===== config.mk =====
export PLATFORM = sky130hd
export DESIGN_NAME = alu_issue_ctrl
export DESIGN_NICKNAME = d
export VERILOG_FILES = /design/src/rtl/alu_pkg.sv /design/src/rtl/alu_instr_decode.sv /design/src/rtl/alu_issue_ctrl.sv
export SDC_FILE = /design/constraint.sdc
export NUM_CORES = 1
export LEC_CHECK = 0
export ABC_AREA = 0
export BUFFER_PORTS_ARGS = -buffer_cell sky130_fd_sc_hd__buf_2
export CORE_AREA = 8 8 203 205
export DETAILED_ROUTE_END_ITERATION = 8
export DIE_AREA = 0 0 211 213
export PLACE_DENSITY = 0.57
export SLEW_MARGIN = 20
export SYNTH_ARGS = -nofsm -noshare
export SYNTH_HDL_FRONTEND = slang
export SYNTH_SLANG_ARGS = --single-unit

===== constraint.sdc =====
create_clock -name clk -period 7.1 [get_ports clk]
set_input_delay 0.71 -clock clk [delete_from_list [all_inputs] [get_ports clk]]
set_output_delay 0.71 -clock clk [all_outputs]
set_load 0.02 [all_outputs]

===== src/rtl/alu_pkg.sv =====
// rtl/alu_pkg.sv - shared constants, state enum and opcode classification for the ALU issue controller
// Purpose: one place for instruction field positions, opcode values, FSM state
//          encoding and the opcode classification helpers used by decode and top.
// Ports:   none (package).
package alu_pkg;

  localparam int DATA_W  = 72;
  localparam int INSTR_W = 60;
  localparam int REG_AW  = 4;
  localparam int PC_W    = 16;
  localparam int IMM_W   = 44;

  // Instruction field bit positions.
  localparam int OP_HI  = 59;
  localparam int OP_LO  = 56;
  localparam int RD_HI  = 55;
  localparam int RD_LO  = 52;
  localparam int RS1_HI = 51;
  localparam int RS1_LO = 48;
  localparam int RS2_HI = 47;
  localparam int RS2_LO = 44;
  localparam int IMM_HI = 43;
  localparam int IMM_LO = 0;

  localparam logic [3:0] OP_ADD  = 4'd0;
  localparam logic [3:0] OP_SUB  = 4'd1;
  localparam logic [3:0] OP_MUL  = 4'd2;
  localparam logic [3:0] OP_DIV  = 4'd3;
  localparam logic [3:0] OP_SHL  = 4'd4;
  localparam logic [3:0] OP_ADDI = 4'd5;
  localparam logic [3:0] OP_SUBI = 4'd6;
  localparam logic [3:0] OP_ANDI = 4'd7;
  localparam logic [3:0] OP_AND  = 4'd8;
  localparam logic [3:0] OP_OR   = 4'd9;
  localparam logic [3:0] OP_XOR  = 4'd10;
  localparam logic [3:0] OP_BEQ  = 4'd11;
  localparam logic [3:0] OP_BNE  = 4'd12;
  localparam logic [3:0] OP_BLT  = 4'd13;
  localparam logic [3:0] OP_BGT  = 4'd14;
  localparam logic [3:0] OP_J    = 4'd15;

  typedef enum logic [1:0] {
    IDLE = 2'd0,
    RD   = 2'd1,
    EX   = 2'd2,
    WB   = 2'd3
  } state_e;

  // Operand B comes from the immediate rather than rs2.
  function automatic logic is_imm_op(input logic [3:0] op);
    return (op == OP_ADDI) || (op == OP_SUBI) || (op == OP_ANDI) || (op == OP_J);
  endfunction

  // Produces a branch/jump outcome instead of a register write.
  function automatic logic is_branch_op(input logic [3:0] op);
    return op >= OP_BEQ;
  endfunction

  // Writes its result back to the register file.
  function automatic logic is_wb_op(input logic [3:0] op);
    return op <= OP_XOR;
  endfunction

endpackage


===== src/rtl/alu_instr_decode.sv =====
// rtl/alu_instr_decode.sv - combinational instruction field decode
// Purpose: split a latched instruction into its fields and classify the opcode.
// Ports:   instr_i      instruction word
//          op_o/rd_o/rs1_o/rs2_o  raw fields
//          imm_ext_o    imm zero-extended to DATA_W
//          use_imm_o    operand B is the immediate
//          is_branch_o  ops 11-15 (branch outcome reported)
//          is_jump_o    op 15 (always taken)
//          writes_rf_o  ops 0-10 (result written back)
module alu_instr_decode
  import alu_pkg::*;
#(
  parameter int DATA_W = alu_pkg::DATA_W
) (
  input  logic [INSTR_W-1:0] instr_i,
  output logic [3:0]         op_o,
  output logic [REG_AW-1:0]  rd_o,
  output logic [REG_AW-1:0]  rs1_o,
  output logic [REG_AW-1:0]  rs2_o,
  output logic [DATA_W-1:0]  imm_ext_o,
  output logic               use_imm_o,
  output logic               is_branch_o,
  output logic               is_jump_o,
  output logic               writes_rf_o
);

  assign op_o        = instr_i[OP_HI:OP_LO];
  assign rd_o        = instr_i[RD_HI:RD_LO];
  assign rs1_o       = instr_i[RS1_HI:RS1_LO];
  assign rs2_o       = instr_i[RS2_HI:RS2_LO];
  assign imm_ext_o   = {{(DATA_W-IMM_W){1'b0}}, instr_i[IMM_HI:IMM_LO]};
  assign use_imm_o   = is_imm_op(op_o);
  assign is_branch_o = is_branch_op(op_o);
  assign is_jump_o   = (op_o == OP_J);
  assign writes_rf_o = is_wb_op(op_o);

endmodule


===== src/rtl/alu_issue_ctrl.sv =====
// rtl/alu_issue_ctrl.sv - four-state issue controller in front of a registered ALU
// Purpose: accept one instruction, read its operands, drive the ALU, then either
//          write the result back or report a branch/jump outcome.
// Ports:   clk, rst                     clock, async active-high reset
//          instr_valid/instr/instr_ready instruction handshake (ready only in IDLE)
//          rf_ra1/rf_ra2, rf_rd1/rf_rd2  register-file read (combinational data)
//          alu_op/alu_a/alu_b, alu_c     ALU drive / registered ALU result
//          rf_we/rf_wa/rf_wd            write-back pulse
//          br_valid/br_taken/br_target  branch-outcome pulse
//          div_zero                     pulse for divide by zero
//          busy                         not IDLE
module alu_issue_ctrl #(
  parameter int DATA_W  = 72,
  parameter int INSTR_W = 60,
  parameter int REG_AW  = 4,
  parameter int PC_W    = 16
) (
  input  logic               clk,
  input  logic               rst,
  input  logic               instr_valid,
  input  logic [INSTR_W-1:0] instr,
  output logic               instr_ready,
  output logic [REG_AW-1:0]  rf_ra1,
  output logic [REG_AW-1:0]  rf_ra2,
  input  logic [DATA_W-1:0]  rf_rd1,
  input  logic [DATA_W-1:0]  rf_rd2,
  output logic [3:0]         alu_op,
  output logic [DATA_W-1:0]  alu_a,
  output logic [DATA_W-1:0]  alu_b,
  input  logic [DATA_W-1:0]  alu_c,
  output logic               rf_we,
  output logic [REG_AW-1:0]  rf_wa,
  output logic [DATA_W-1:0]  rf_wd,
  output logic               br_valid,
  output logic               br_taken,
  output logic [PC_W-1:0]    br_target,
  output logic               div_zero,
  output logic               busy
);
  import alu_pkg::*;

  state_e              state_q;
  logic [INSTR_W-1:0]  instr_q;
  logic                ready_q;
  logic                busy_q;
  logic [3:0]          alu_op_q;
  logic [DATA_W-1:0]   alu_a_q;
  logic [DATA_W-1:0]   alu_b_q;
  logic [DATA_W-1:0]   alu_b_d;
  logic                rf_we_q;
  logic [REG_AW-1:0]   rf_wa_q;
  logic                br_valid_q;
  logic                is_jump_q;
  logic [PC_W-1:0]     br_target_q;
  logic                div_zero_q;

  logic [3:0]          dec_op;
  logic [REG_AW-1:0]   dec_rd;
  logic [REG_AW-1:0]   dec_rs1;
  logic [REG_AW-1:0]   dec_rs2;
  logic [DATA_W-1:0]   dec_imm;
  logic                dec_use_imm;
  logic                dec_is_branch;
  logic                dec_is_jump;
  logic                dec_writes_rf;

  alu_instr_decode #(.DATA_W(DATA_W)) u_decode (
    .instr_i     (instr_q),
    .op_o        (dec_op),
    .rd_o        (dec_rd),
    .rs1_o       (dec_rs1),
    .rs2_o       (dec_rs2),
    .imm_ext_o   (dec_imm),
    .use_imm_o   (dec_use_imm),
    .is_branch_o (dec_is_branch),
    .is_jump_o   (dec_is_jump),
    .writes_rf_o (dec_writes_rf)
  );

  assign alu_b_d = dec_use_imm ? dec_imm : rf_rd2;

  // The outcome is decided on the EX->WB edge and registered as a pulse, but
  // alu_c only becomes valid during WB, so data-dependent outputs are gated
  // from it here rather than registered.
  always_ff @(posedge clk or posedge rst) begin
    if (rst) begin
      state_q     <= IDLE;
      instr_q     <= '0;
      ready_q     <= 1'b1;
      busy_q      <= 1'b0;
      alu_op_q    <= '0;
      alu_a_q     <= '0;
      alu_b_q     <= '0;
      rf_we_q     <= 1'b0;
      rf_wa_q     <= '0;
      br_valid_q  <= 1'b0;
      is_jump_q   <= 1'b0;
      br_target_q <= '0;
      div_zero_q  <= 1'b0;
    end else begin
      rf_we_q    <= 1'b0;
      br_valid_q <= 1'b0;
      div_zero_q <= 1'b0;
      case (state_q)
        IDLE: begin
          if (instr_valid) begin
            instr_q <= instr;
            ready_q <= 1'b0;
            busy_q  <= 1'b1;
            state_q <= RD;
          end
        end
        RD: begin
          alu_op_q <= dec_op;
          alu_a_q  <= rf_rd1;
          alu_b_q  <= alu_b_d;
          state_q  <= EX;
        end
        EX: begin
          rf_wa_q     <= dec_rd;
          br_target_q <= dec_imm[PC_W-1:0];
          is_jump_q   <= dec_is_jump;
          br_valid_q  <= dec_is_branch;
          if (dec_writes_rf) begin
            if ((dec_op == OP_DIV) && (alu_b_q == '0)) begin
              div_zero_q <= 1'b1;
            end else if (dec_rd != '0) begin
              rf_we_q <= 1'b1;
            end
          end
          state_q <= WB;
        end
        WB: begin
          ready_q <= 1'b1;
          busy_q  <= 1'b0;
          state_q <= IDLE;
        end
        default: state_q <= IDLE;
      endcase
    end
  end

  assign instr_ready = ready_q;
  assign busy        = busy_q;
  assign rf_ra1      = dec_rs1;
  assign rf_ra2      = dec_rs2;
  assign alu_op      = alu_op_q;
  assign alu_a       = alu_a_q;
  assign alu_b       = alu_b_q;
  assign rf_we       = rf_we_q;
  assign rf_wa       = rf_wa_q;
  assign rf_wd       = rf_we_q ? alu_c : '0;
  assign br_valid    = br_valid_q;
  assign br_taken    = br_valid_q & (is_jump_q | alu_c[0]);
  assign br_target   = br_target_q;
  assign div_zero    = div_zero_q;

endmodule


; Word-level counts from Yosys, hierarchy flattened
; Index checks and enable logic that the tools add are counted.
[totals]
ff_bits = 236
latch_bits = 0
elab_cells = 52
mem_bits_rw = 0
romBits = 0
memories = 0
output_inout_bits = 254
[classes]
multipliers = 0
bitwise_logic = 2
n_mux = 16
reduce_logical = 10
n_lt_le_gt_ge = 2
shifts = 0
n_eq_ne = 9
n_div = 0
add_sub_neg = 0
[ops]
columns = cell, n
row1 = 2-to-1 mux 72 bit, 2
row2 = zero test 72 bit, 1
row3 = equality test 4 x 3 -> 1 bit (second input constant), 3
row4 = 2-to-1 mux 1 bit, 10
row5 = case mux 2 bit (4 select lines), 1
row6 = equality test 2 bit (second input constant), 2
row7 = equality test 4 x 2 -> 1 bit (second input constant), 1
row8 = equality test 4 bit (second input constant), 1
row9 = greater-or-equal comparator 4 bit (second input constant), 1
row10 = less-or-equal comparator 4 bit (second input constant), 1
row11 = case mux 1 bit (2 select lines), 2
row12 = AND reduction 2 bit, 2
row13 = nonzero test 4 bit, 1
row14 = logical OR 1 bit, 3
row15 = equality test 2 x 1 -> 1 bit (second input constant), 1
row16 = zero test 2 bit, 1
row17 = 2-to-1 mux 2 bit, 1
row18 = inequality test 2 bit (second input constant), 1
row19 = nonzero test 2 bit, 1
row20 = bitwise AND 1 bit, 1
row21 = logical AND 1 bit, 1
row22 = OR 1 bit, 1

; Depth between registers and ports, before layout
[depth]
ltp_word = 5
mapped_depth = 6

; Cells and area by module
; A second synthesis with hierarchy kept.
[unflattened]
hier_cells = 881
hier_area_um2 = 10752.8
[modules_own_cells]
columns = module, seq_area_each_um2, area_each_um2, cells_per_inst, instances
row1 = alu_issue_ctrl, 5906.9, 10038.4, 784, 1
row2 = alu_instr_decode, 0.0, 714.4, 97, 1

; Worst setup path before layout
; OpenSTA, ideal clock, no wires.
[synth_timing]
kind = reg-to-output
from = register rf_we_q (netlist: rf_we)
to = output rf_wd[0]
path_slack_ns = 5.252
stages_incl_launch_ff = 4
arrival_time_ns = 1.138
cell_sequence = dfrtp_1 clkbuf_1 clkbuf_1 and2_1
[synth_between]
elab_chain_cells = 1
[synth_rtl]
columns = element, line_no
row1 = "start, declared", alu_issue_ctrl.sv:50  ; logic rf_we_q;
row2 = "start signal, assigned", alu_issue_ctrl.sv:94  ; rf_we_q <= 1'b0;
row3 = "start signal, assigned", alu_issue_ctrl.sv:101  ; rf_we_q <= 1'b0;
row4 = "start signal, assigned", alu_issue_ctrl.sv:128  ; rf_we_q <= 1'b1;
row5 = 2-to-1 mux 72 bit, alu_issue_ctrl.sv:152  ; assign rf_wd = rf_we_q ? alu_c : '0;
row6 = "end, declared", alu_issue_ctrl.sv:33  ; output logic [DATA_W-1:0] rf_wd,
; Every way passes these cells.

; Worst setup path after layout
[layout_timing]
from = register rf_we_q (netlist: rf_we)
to = output rf_wd[14]
; The elaborated chain is that of the path after synthesis.

==> metrics.md <==
| Metric | Value |
|---|---|
| Number of synthesis warnings | 0 |
| Sequential share of the synthesized area | 0.583 |
| Post-CTS setup buffers | 0 |
| Num CTS Buffers | 29 |
| Design Area, Final | approximately 14000 um2 |
| Net Sw Frac | 0.430 |
| Worst EP arrival | 1940 ps |
| Drt total wl | 43.7 mm |
| Worst path max stage delay | 940 ps |
| Area of the die | 44900 um2 |
| Distinct cells, synth | 37 |
| Final WS setup | 4450 ps |
| Flop pwr share | 0.344 |
| Net Sw Power | ~3100 uW |
| Worst-Margin Slew | between 900 and 1000 ps |
| Peak supply drop | roughly 0.00026 V |
| WP data required | 6390 ps |
| Final routed DRC violation total | 0 |
| Global-route wire length before repair | about 62 mm |
| Syn Std Cell Area | 10100 um2 |
| Final std cells w/o fill | 1903 |
| Hold_buf cts | 0 |
| Setup TNS | 0 ps |
| CTS H-tree depth | 1 |
| Root Driver | clkbuf_16 |
| Worst R2R Start | state_q[1]$_DFFE_PP0P_ |
| Clock latency on the worst-skew pair | 560 ps |
| Final hold viol count | 0 |
| Fillcell total | 3886 |
| Dpl ws | 4880 ps |
| Routability cong. | 0.981 |
| Comb power frac | 0.463 |
| Skew final | approximately 22 ps |
| Number of global-route vias before repair | 9055 |
| CTS sink cnt | 236 |
| Detailed-route via count | 8710 |
| Row count | 72 |
| Crit. Startpoint | rf_we$_DFF_PP0_ |
| Rel. slew slack | 0.352 |
| Period minus WS final | 2650 ps |
| Vias/cell | 4.58 |
| Max-slew violations | 0 |
| Slowest CP cell | dfrtp_2 |
| Syn Area/Cell | ~12 um2 |
| Die width | 211 um |
| CTS max path bufs | 3 |
| Largest net degree at the start of global routing | 202 |
| Max Fclk | 0.378 GHz |
| First-pass DRT Iterations | 4 |
| Period utilisation layout | 0.373 |
| Initial Util | 0.266 |
| Crit-path cells | and2_1 > buf_2 |
| Detailed-route wire length per cell | 23.0 um |
| Core area | between 30000 and 40000 um2 |
| CTS tree | yes |
| Layout cells sized above 1 | 0.546 |
| Initial antenna violation count | 19 |
| Yosys reg bits | approximately 240 |
| Total track usage | 0.183 |
| Status | finished, final reports clean |
| Resized Gates After CTS | 0 |
| Clock power share | 0.193 |
| Setup Crit Path Kind | flop to output port |
| Boundary Pins | 533 |
| Leak | 0.00686 uW |
| Area after DPL | 13200 um2 |
| RSZ-0062 raised after global routing | false |
| Inst Count DP | 1844 |
| Post-synthesis cell count | 848 |
| Antenna-violating nets left | 0 |
| Final #Nets | 1641 |
| Int Power | 4160 uW |
| Layout area overhead | 39.7% |
| CP startpoint kind | flop |
| Initial DRC Count | around 420 |
| Congestion Overflow GR | 0 |
| Die H | 213 um |
| HPWL Detailed | 33.5 mm |
| Synthesized net count | 1131 |
| Crit. End Element | output port |
| Crit-path max FO | 73 |
| Pwr Density | 515 nW/um2 |
| HP Class | input port to async pin |
| PortBufs | 532 |
| Final setup fails | 0 |
| Worst-path clk slew | 60 ps |
| Number of max-cap violations | 0 |
kinds of logic after synthesis:
logic type / after synthesis / share of synthesized area
AO/OA/AOI/OAI: 128 / 0.0739
AND/OR/NAND/NOR: 223 / 0.116
buffers and inverters: 99 / 0.0464
multiplexers: 156 / 0.173
flip-flops: 236 / 0.583
adder cells (fa/ha/maj): 6 / 0.00741
cell usage after synthesis:
cell type	count	area share
o22ai_1	27	0.017
o21ai_1	15	0.0074
o31ai_1	1	0.00074
inv_2	1	0.00037
nor2b_1	1	0.00062
and2_2	1	0.00074
nor4_1	19	0.012
and3_1	1	0.00062
mux2_2	156	0.17
and2_1	72	0.044
ha_1	4	0.0049
maj3_4	1	0.0014
dfstp_2	1	0.0026
dfrtp_1	235	0.58
o21bai_1	1	0.00074
and4_1	3	0.0026
inv_1	37	0.014
nand2_1	29	0.011
buf_4	1	0.00074
o22ai_2	1	0.0012
clkbuf_1	27	0.010
buf_6	9	0.010
clkinv_1	1	0.00037
clkbuf_2	1	0.00049
buf_2	21	0.010
o21ai_0	36	0.018
o31a_1	1	0.00086
nor2_8	1	0.0020
or4_1	1	0.00074
maj3_2	1	0.0011
o21a_1	1	0.00074
nand4_1	4	0.0025
a21oi_1	1	0.00049
nand3_1	44	0.022
buf_1	1	0.00037
a31oi_1	44	0.027
nor2_1	47	0.017
critical path: cells and delay by family (launching register included):
| family | cells | cell delay [ps] |
|---|---|---|
| buffers and inverters | 1 | 170 |
| and+or+nand+nor | 1 | 240 |
| DFF | 1 | 940 |
stage by stage:
stage	hold slack (ps)	power, uW	utilization
3_3_place_gp	482	5890	0.347
4_1_cts	176	7410	0.370
3_5_place_dp	489	5960	0.347
2_1_floorplan	480	4710	-
6_report	209	7290	0.371
5_1_grt	218	7760	0.371
flip-flops by register name, summed over array words and instances (netlist names):
register,cells
alu_a,72
alu_b,72
alu_op,4
br_target,16
br_valid,1
busy,1
div_zero,1
instr_q,60
instr_ready,1
is_jump_q,1
rf_wa,4
rf_we,1
state_q,2
final timing paths:
check / to / slack (ps) / cells past startpoint
min: alu_a[55]$_DFFE_PP0N_ / 210 / 2
min in group clk: alu_a[39]$_DFFE_PP0N_ / 380 / 2
max: rf_wd[14] / 4450 / 2
max in group asynchronous: alu_b[57]$_DFFE_PP0N_ / 5590 / 3
min reg2reg: br_target[8]$_DFFE_PP0P_ / 500 / 1
max reg2reg: alu_a[10]$_DFFE_PP0N_ / 4860 / 4
layer usage:
metal / part of all wire / vias up / GRT usage
met3: 0.094 / 74 / 0.0672
met2: 0.51 / 372 / 0.326
li1: - / 4004 / -
met4: 0.029 / 16 / 0.0652
met5: 0.0023 / - / 0
met1: 0.36 / 4244 / 0.199
placed cells by master, fill, tap and decap left out, types with 5 or more instances in the layout:
master     count
buf_2        532
dfrtp_1      233
mux2_2       156
and2_1        72
nor2_1        47
nand3_1       44
a31oi_1       44
inv_1         36
o21ai_0       36
clkbuf_16     29
nand2_1       28
o22ai_1       27
nor4_1        19
o21ai_1       15
diode_2        8
clkinv_2       8
clkbuf_1       5
cell type report:
| cell class | instances | area, um2 | share of cell area |
|---|---|---|---|
| Sequential cell | 236 | 5910 | 0.418 |
| Clock buffer | 38 | 800 | 0.0565 |
| Antenna cell | 8 | 20.0 | 0.00141 |
| Clock inverter | 12 | 96.3 | 0.00681 |
| Multi-Input combinational cell | 513 | 3770 | 0.267 |
| Inverter | 39 | 150 | 0.0106 |
| Tap cell | 518 | 648 | 0.0458 |
| Timing Repair Buffer | 539 | 2750 | 0.195 |
power groups by stage:
stage	clock network [uW]	registers [uW]	logic (uW)
2_1_floorplan	0	3040	1670
3_3_place_gp	0	2500	3390
3_5_place_dp	0	2540	3420
4_1_cts	1460	2520	3430
5_1_grt	1500	2610	3640
6_report	1410	2510	3370
(Power assumes the default switching activity.)
